===== config.mk =====
export PLATFORM = sky130hd
export DESIGN_NAME = morse_rx_decoder
export DESIGN_NICKNAME = d
export VERILOG_FILES = /design/src/rtl/morse_rx_decoder.sv
export SDC_FILE = /design/constraint.sdc
export NUM_CORES = 1
export LEC_CHECK = 0
export BUFFER_PORTS_ARGS = -buffer_cell sky130_fd_sc_hd__buf_2
export CORE_MARGIN = 5
export CORE_UTILIZATION = 45
export DETAILED_ROUTE_END_ITERATION = 16
export PLACE_DENSITY_LB_ADDON = 0.15
export SYNTH_ARGS = -nofsm -noshare
export SYNTH_HDL_FRONTEND = slang
export SYNTH_SLANG_ARGS = --single-unit
export TNS_END_PERCENT = 100

===== constraint.sdc =====
create_clock -name clock -period 7.4 [get_ports clock]
set_clock_uncertainty 0.05 [all_clocks]
set_input_delay 0.74 -clock clock [delete_from_list [all_inputs] [get_ports clock]]
set_output_delay 0.74 -clock clock [all_outputs]
set_load 0.005 [all_outputs]

===== src/rtl/morse_rx_decoder.sv =====
// Morse receiver: times marks/spaces on a serial line and decodes letters A-H.
// Optional MORSE_RX_RAW_EN adds raw_pattern/raw_length debug snapshot ports.
module morse_rx_decoder #(
   parameter int UNIT_CYCLES        = 25_000_000,
   parameter int DASH_MIN_UNITS     = 2,
   parameter int GAP_UNITS          = 3,
   parameter int MARK_TIMEOUT_UNITS = 5
) (
   input  logic       clock,
   input  logic       reset,
   input  logic       enable,
   input  logic       line_in,
`ifdef MORSE_RX_RAW_EN
   output logic [3:0] raw_pattern,
   output logic [2:0] raw_length,
`endif
   output logic [2:0] letter_out,
   output logic       letter_valid,
   output logic       letter_error,
   output logic       busy
);

   localparam int CW = (UNIT_CYCLES > 1) ? $clog2(UNIT_CYCLES) : 1;
   localparam logic [CW-1:0] CYC_LAST = CW'(UNIT_CYCLES - 1);
   localparam logic [2:0] DASH_U = 3'(DASH_MIN_UNITS);
   localparam logic [2:0] GAP_U  = 3'(GAP_UNITS);
   localparam logic [2:0] TMO_U  = 3'(MARK_TIMEOUT_UNITS);

   typedef enum logic [2:0] {
      IDLE,
      MARK,
      SPACE,
      EMIT,
      WAIT_LOW
   } state_t;

   state_t state, state_n;

   logic sync1, sync2, line_prev;
   logic rise, fall;

   logic [CW-1:0] cyc_cnt;
   logic [2:0]    unit_cnt;
   logic [2:0]    unit_eff;
   logic          wrap;
   logic          clr_cnt;

   logic [3:0] sym_reg, sym_n;
   logic [2:0] sym_cnt, cnt_n;
   logic [2:0] code_n;
   logic       valid_n, err_n;
   logic [3:0] hit_code;

   // {hit, code}; hit = 0 for any pattern outside the A-H table
   function automatic logic [3:0] lookup(input logic [2:0] len,
                                         input logic [3:0] pat);
      logic [3:0] r;
      case ({len, pat})
         7'b010_0100: r = 4'b1_000;
         7'b100_1000: r = 4'b1_001;
         7'b100_1010: r = 4'b1_010;
         7'b011_1000: r = 4'b1_011;
         7'b001_0000: r = 4'b1_100;
         7'b100_0010: r = 4'b1_101;
         7'b011_1100: r = 4'b1_110;
         7'b100_0000: r = 4'b1_111;
         default:     r = 4'b0_000;
      endcase
      return r;
   endfunction

   always_ff @(posedge clock) begin
      if (reset) begin
         sync1     <= 1'b0;
         sync2     <= 1'b0;
         line_prev <= 1'b0;
      end else begin
         sync1     <= line_in;
         sync2     <= sync1;
         line_prev <= sync2;
      end
   end

   assign rise = sync2 & ~line_prev;
   assign fall = ~sync2 & line_prev;

   // Count the unit completing this cycle so an N-unit mark reads as N on its edge
   assign wrap     = (cyc_cnt == CYC_LAST);
   assign unit_eff = (wrap && unit_cnt != 3'd7) ? unit_cnt + 3'd1 : unit_cnt;
   assign clr_cnt  = rise | fall | (state_n != state) | ~enable;

   always_ff @(posedge clock) begin
      if (reset || clr_cnt) begin
         cyc_cnt  <= '0;
         unit_cnt <= 3'd0;
      end else if (wrap) begin
         cyc_cnt <= '0;
         if (unit_cnt != 3'd7)
            unit_cnt <= unit_cnt + 3'd1;
      end else begin
         cyc_cnt <= cyc_cnt + 1'b1;
      end
   end

   assign hit_code = lookup(sym_cnt, sym_reg);

   always_comb begin
      state_n = state;
      sym_n   = sym_reg;
      cnt_n   = sym_cnt;
      code_n  = letter_out;
      valid_n = 1'b0;
      err_n   = 1'b0;
      if (!enable) begin
         state_n = IDLE;
         sym_n   = 4'd0;
         cnt_n   = 3'd0;
      end else begin
         unique case (state)
            IDLE: begin
               if (rise)
                  state_n = MARK;
            end
            MARK: begin
               if (fall) begin
                  if (unit_eff == 3'd0) begin
                     state_n = (sym_cnt != 3'd0) ? SPACE : IDLE;
                  end else if (sym_cnt == 3'd4) begin
                     err_n   = 1'b1;
                     sym_n   = 4'd0;
                     cnt_n   = 3'd0;
                     state_n = IDLE;
                  end else begin
                     if (unit_eff >= DASH_U)
                        sym_n = sym_reg | (4'b1000 >> sym_cnt);
                     cnt_n   = sym_cnt + 3'd1;
                     state_n = SPACE;
                  end
               end else if (unit_eff >= TMO_U) begin
                  err_n   = 1'b1;
                  sym_n   = 4'd0;
                  cnt_n   = 3'd0;
                  state_n = WAIT_LOW;
               end
            end
            SPACE: begin
               // gap threshold has priority over a coincident rising edge
               if (unit_eff >= GAP_U)
                  state_n = EMIT;
               else if (rise)
                  state_n = MARK;
            end
            EMIT: begin
               if (hit_code[3]) begin
                  valid_n = 1'b1;
                  code_n  = hit_code[2:0];
               end else begin
                  err_n = 1'b1;
               end
               sym_n   = 4'd0;
               cnt_n   = 3'd0;
               state_n = IDLE;
            end
            WAIT_LOW: begin
               if (!sync2)
                  state_n = IDLE;
            end
            default: state_n = IDLE;
         endcase
      end
   end

   always_ff @(posedge clock) begin
      if (reset) begin
         state        <= IDLE;
         sym_reg      <= 4'd0;
         sym_cnt      <= 3'd0;
         letter_out   <= 3'd0;
         letter_valid <= 1'b0;
         letter_error <= 1'b0;
      end else begin
         state        <= state_n;
         sym_reg      <= sym_n;
         sym_cnt      <= cnt_n;
         letter_out   <= code_n;
         letter_valid <= valid_n;
         letter_error <= err_n;
      end
   end

`ifdef MORSE_RX_RAW_EN
   always_ff @(posedge clock) begin
      if (reset) begin
         raw_pattern <= 4'd0;
         raw_length  <= 3'd0;
      end else if (valid_n || err_n) begin
         raw_pattern <= sym_reg;
         raw_length  <= sym_cnt;
      end
   end
`endif

   assign busy = (state != IDLE);

endmodule

# --- Word level (Yosys, flattened, before mapping) ---
# Cells that the tools add are included.
word_totals:
  elab_cells: 91
  input_bits: 4
  register_bits: 46
  out_inout_bits: 6
classes:
  eq_ne: 19
  bitwise: 10
  reduce_logical: 14
  order_cmp: 3
  addsub: 3
  shifts: 1
  muxes: 30
op_table:
  columns: ["op", "n"]
  rows:
  - ["$mux 3", 11]
  - ["$pmux 4 s8", 1]
  - ["$eq 7x7->1 const B", 4]
  - ["$add 25x1->25 const B", 1]
  - ["$eq 25x25->1 const B", 1]
  - ["$eq 7x6->1 const B", 3]
  - ["$mux 4", 5]
  - ["$pmux 3 s4", 1]
  - ["$ne 3x3->1 const B", 3]
  - ["$pmux 4 s2", 1]
  - ["$eq 7x5->1 const B", 1]
  - ["$add 3x1->3 const B", 2]
  - ["$eq 3x2->1 const B", 2]
  - ["$eq 3x3->1 const B", 2]
  - ["$ge 3x2->1 const B", 2]
  - ["$logic_not 3->1", 2]
  - ["$mux 1", 6]
  - ["$mux 2", 3]
  - ["$pmux 3 s2", 1]
  - ["$reduce_and 3->1", 2]
  - ["$reduce_bool 3->1", 2]
  - ["$ne 4x4->1 const B", 1]
  - ["$not 1->1", 4]
  - ["$or 4x4->4", 1]
  - ["other kinds (14)", 18]

# --- Depth between registers and ports, before layout ---
depth:
  depth_word: 13
  depth_mapped: 11
  mapped_depth_nobuf: 9

# --- Worst setup path after synthesis ---
# Ideal clock, no wire load.
synth_path:
  path_kind: "reg2reg"
  from: "reg unit_cnt[0]"
  to: "reg cyc_cnt[18]"
  path_stages_with_launch: 11
  t_arrival_ns: 2.476
  setup_slack_ns: 4.809
  synth_period_minus_slack_ns: 2.591
  setup_time_ns: 0.064
  required_ns: 7.286
  path_buffers: 2
  path_cell_list: "dfxtp_1 ha_1 ha_1 and4b_4 and2_4 buf_6 mux2_1 a221o_1 a41o_2 buf_6 nor2_1"
synth_via:
  elab_chain_cells: 13
  word_cells_on_any_way: 18
  classes_between: "add/sub: 1; order compare: 2; eq/ne: 2; mux: 7; bitwise: 2; reduce/logical: 4"
synth_rtl:
  columns: ["element", "line_no", "source"]
  rows:
  - ["from (decl)", "43", "logic [2:0] unit_cnt;"]
  - ["from (signal assigned)", "99", "unit_cnt <= unit_cnt + 3'd1;"]
  - ["parallel branches: the longest is 2 deep, another holds $add 3x1->3", null, null]
  - ["$mux 3 (*)", "89", "assign unit_eff = (wrap && unit_cnt != 3'd7) ? unit_cnt + 3'd1 : unit_cnt;"]
  - ["$ge 3x3->1 / $logic_not 3->1 (equally long branches)", "139, 126", null]
  - ["$mux 3 / $mux 2 (equally long branches)", "139, 126", null]
  - ["$mux 3", "125", "if (fall) begin"]
  - ["$pmux 3 s4 (*)", "119", "unique case (state)"]
  - ["$mux 3 (*)", "114", "if (!enable) begin"]
  - ["$ne 3x3->1 (*)", "90", "assign clr_cnt = rise | fall | (state_n != state) | ~enable;"]
  - ["$or 1x1->1 (*) (2 in a row)", "90", null]
  - ["$logic_or 1x1->1 (*)", "93", "if (reset || clr_cnt) begin"]
  - ["$reduce_or 2->1 (no line) (*)", null, null]
  - ["to (signal assigned)", "101", "cyc_cnt <= cyc_cnt + 1'b1;"]
  - ["to (decl)", "42", "logic [CW-1:0] cyc_cnt;"]
# Every way passes the cells marked *.
# A chain may end at the register's enable or synchronous reset.

# --- Final worst setup path ---
layout_path:
  from: "reg unit_cnt[0]"
  to: "reg cyc_cnt[16]"
# Same word-level chain as after synthesis.

==> summary.md <==
| Metric | Value |
|---|---|
| Status | `finished clean` |
| Vias | `around 1900` |
| Max reg flops | `25` |
| Adder-cell share of the synthesized area | `about 5.2%` |
| Final setup fails | `0` |
| Final Cycle Share | `39.24%` |
| Crit start category | `flop` |
| Max Clk Rate | `about 340 MHz` |
| Area Overhead vs Synth | `7.236%` |
| Cts repair resizes | `0` |
| Clock root buffer | `clkbuf_8` |
| Inserted Clock Buffers | `5` |
| Top Ports | `10` |
| Max Cap Viol | `0` |
| Worst slack at placement | `between 4 and 5 ns` |
| Sequential power share | `~59%` |
| Setup bufs post-CTS | `0` |
| Antenna-violating nets left | `0` |
| Setup TNS | `0 ns` |
| First-pass GRT wire length | `slightly above 8000 um` |
| H-tree depth | `2` |
| Grt total ovfl | `0` |
| Worst EP arrival | `around 3.1 ns` |
| Final hold vios | `0` |
| Post-synth ARST share | `0%` |
| Area leader, netlist | `dfxtp_1` |
| Cell with the most instances after synthesis | `nor2_1` |
| Combinational share of power | `under 10%` |
| Sequential cell area fraction in the yosys report | `38.31%` |
| Diodes inserted | `0` |
| Average wire per standard cell | `12.96 um` |
| Synth Area in XOR/XNOR | `under 10%` |
| Avg Inst Size Synth | `~8.4 sq um` |
| Slew at the pin closest to its max-slew limit | `between 0.5 and 0.6 ns` |
| RSZ-0062 raised after global routing | `no` |
| Remaining DRCs | `0` |
| TritonCTS clock tree | `done` |
| Pint | `~0.00033 W` |
| Largest family of logic cells by synthesized area | `simple AND/OR/NAND/NOR gates` |
| Cts hold-fix bufs | `0` |
| Top-area cell type share of the netlist area | `a little under two fifths` |
| P_leak | `roughly 0.91 nW` |
| Largest net degree at the start of global routing | `17` |
| Compound-Gate Fraction of Synth Area | `12.39%` |
| IO Port Bufs | `9` |
| Fin nets | `slightly above 300` |
| Drt total wl | `around 4700 um` |
| Initial DRT Pass Iterations | `4` |
| Initial Utilization | `between 40 and 50%` |
| Vias in the first global route | `1758` |
| Share of cells above drive strength 1 | `8.874%` |
| Post-Synth Simple-Gate Area | `about 28%` |
| Hold WC Path Type | `reg2reg` |
| Setup slack after layout | `around 4.5 ns` |
| Peak supply drop | `just over 0.00007 V` |
| Post-DP HPWL | `approximately 3400 um` |
| Via density | `approximately 5.3` |
| Top FF cell, synth | `dfxtp_1` |
| Mux cell area share after synthesis | `3.488%` |
| Final Max Tran Viols | `0` |
| Synth Register Bits | `46` |
| Total GRT Usage | `between 10% and 20%` |
| Die area | `between 6000 and 7000 sq um` |
| Clock Sinks | `46` |
| Rows | `26` |
| Die H | `83.09 um` |
| Number of synthesized flops with an enable pin | `0` |
| Net Sw Frac | `22.18%` |
| Netlist cell types | `49` |
| Req. time, crit path | `~7.6 ns` |
| Min Clock Period, post-route | `2.903 ns` |
| Critical path class | `reg2reg` |
| Cell count after synthesis | `~290` |
| Worst skew pair latency | `approximately 0.3 ns` |
| Pwr/cell area | `approximately 160 nW/um^2` |
| Die W | `around 83 um` |
| Max_slew headroom | `about 64%` |
| First DRT Iteration DRCs | `just under 70` |
| Syn Nets | `roughly 300` |
| NetSw | `between 0.00009 and 0.0001 W` |
| Top post-synthesis cells by area | `dfxtp_1, nor2_1, ha_1` |
| Routability congestion estimate | `just over 0.8` |
| CORE AREA | `about 5100 sq um` |
| Register clock-pin slew on the reported worst setup and hold paths | `0.08 ns` |
| Post-Syn Area | `roughly 2400 sq um` |
| Crit end category | `flop` |
| Initial antenna violation count | `0` |
| Clock tree buffer depth | `2` |
| CP Max Fanout | `16` |
| Post-synth top cells | `nor2_1, dfxtp_1, nand2_1` |
| Clk pwr share | `37.9%` |
| Syn. warnings | `0` |
## stage by stage
step	cells	hold slack, ns	util, %	total power (W)	cell area, sq um
2_1_floorplan	285	0.3638	-	0.0002646	2404
3_3_place_gp	355	0.3791	48.37	0.0002675	2486
3_5_place_dp	355	0.3718	48.37	0.0002677	2486
4_1_cts	363	0.4085	50.15	0.0004297	2577
5_1_grt	363	0.4474	50.15	0.0004425	2577
6_report	363	0.4147	50.15	0.0004215	2577
## power by group through the flow
stage | registers [W] | logic [W] | clock network, W
global route | 0.000250 | 0.0000140 | 0.000179
detailed placement | 0.000255 | 0.0000123 | 0
global placement | 0.000255 | 0.0000121 | 0
finish | 0.000250 | 0.0000123 | 0.000160
CTS | 0.000250 | 0.0000124 | 0.000168
floorplan | 0.000255 | 0.00000962 | 0
## worst max-delay path, cell delays in order, from the launching register on
cell and delay, ns:
dfxtp_1 0.37, ha_1 0.22, ha_1 0.19, and4b_4 0.35
and2_4 0.21, mux2_1 0.33, a221o_1 0.53, a41o_2 0.44
nor2_1 0.14
## cells in the final DEF (no fill, tap or decap), types with 3 or more instances in the layout
cell type  count
and3_1         8
o21ai_0        7
dfxtp_1       46
nand3_1        7
clkbuf_8       6
a21oi_1       14
xnor2_1       12
buf_2          9
mux2i_1        5
inv_1         11
ha_1          10
nor2_1        50
a211o_1        3
a31oi_1        6
nor3_1         7
nand4_1        6
nand2b_1       5
nand2_1       28
xor2_1        13
nor2b_1        3
## cell type report
class	count	area (sq um)
sequential	46	920.9
multi-input combinational	219	1391
inverter	11	41.29
timing repair buffer	9	45.04
fill	539	2562
tap	70	87.58
clock inverter	1	5.005
clock buffer	7	86.33
## kinds of logic (layout without fill, tap and decap cells)
family / Yosys count / after routing
simple gates: 131 / 131
flops: 46 / 46
fa+ha+maj: 10 / 10
buf+inv: 20 / 28
mux: 8 / 8
compound gates: 45 / 45
xor+xnor: 25 / 25
## final timing paths
path | start | cells past startpoint | slack, ns | end
setup reg to reg | unit_cnt[0] | 8 | 4.50 | cyc_cnt[16]
setup / recovery | unit_cnt[0] | 8 | 4.50 | cyc_cnt[16]
hold reg to reg | letter_out[1] | 2 | 0.41 | letter_out[1]
hold / removal | letter_out[1] | 2 | 0.41 | letter_out[1]
## per-layer routing
layer / vias up / GRT usage (%) / share of wire, %
li1: 1005 / - / -
met1: 898 / 19.20 / 53
met2: 22 / 21.43 / 43
met3: 5 / 2.475 / 2.7
met4: 0 / 6.241 / 1.7
met5: - / 0 / 0
Note: power is estimated with default switching activity, not from simulation.
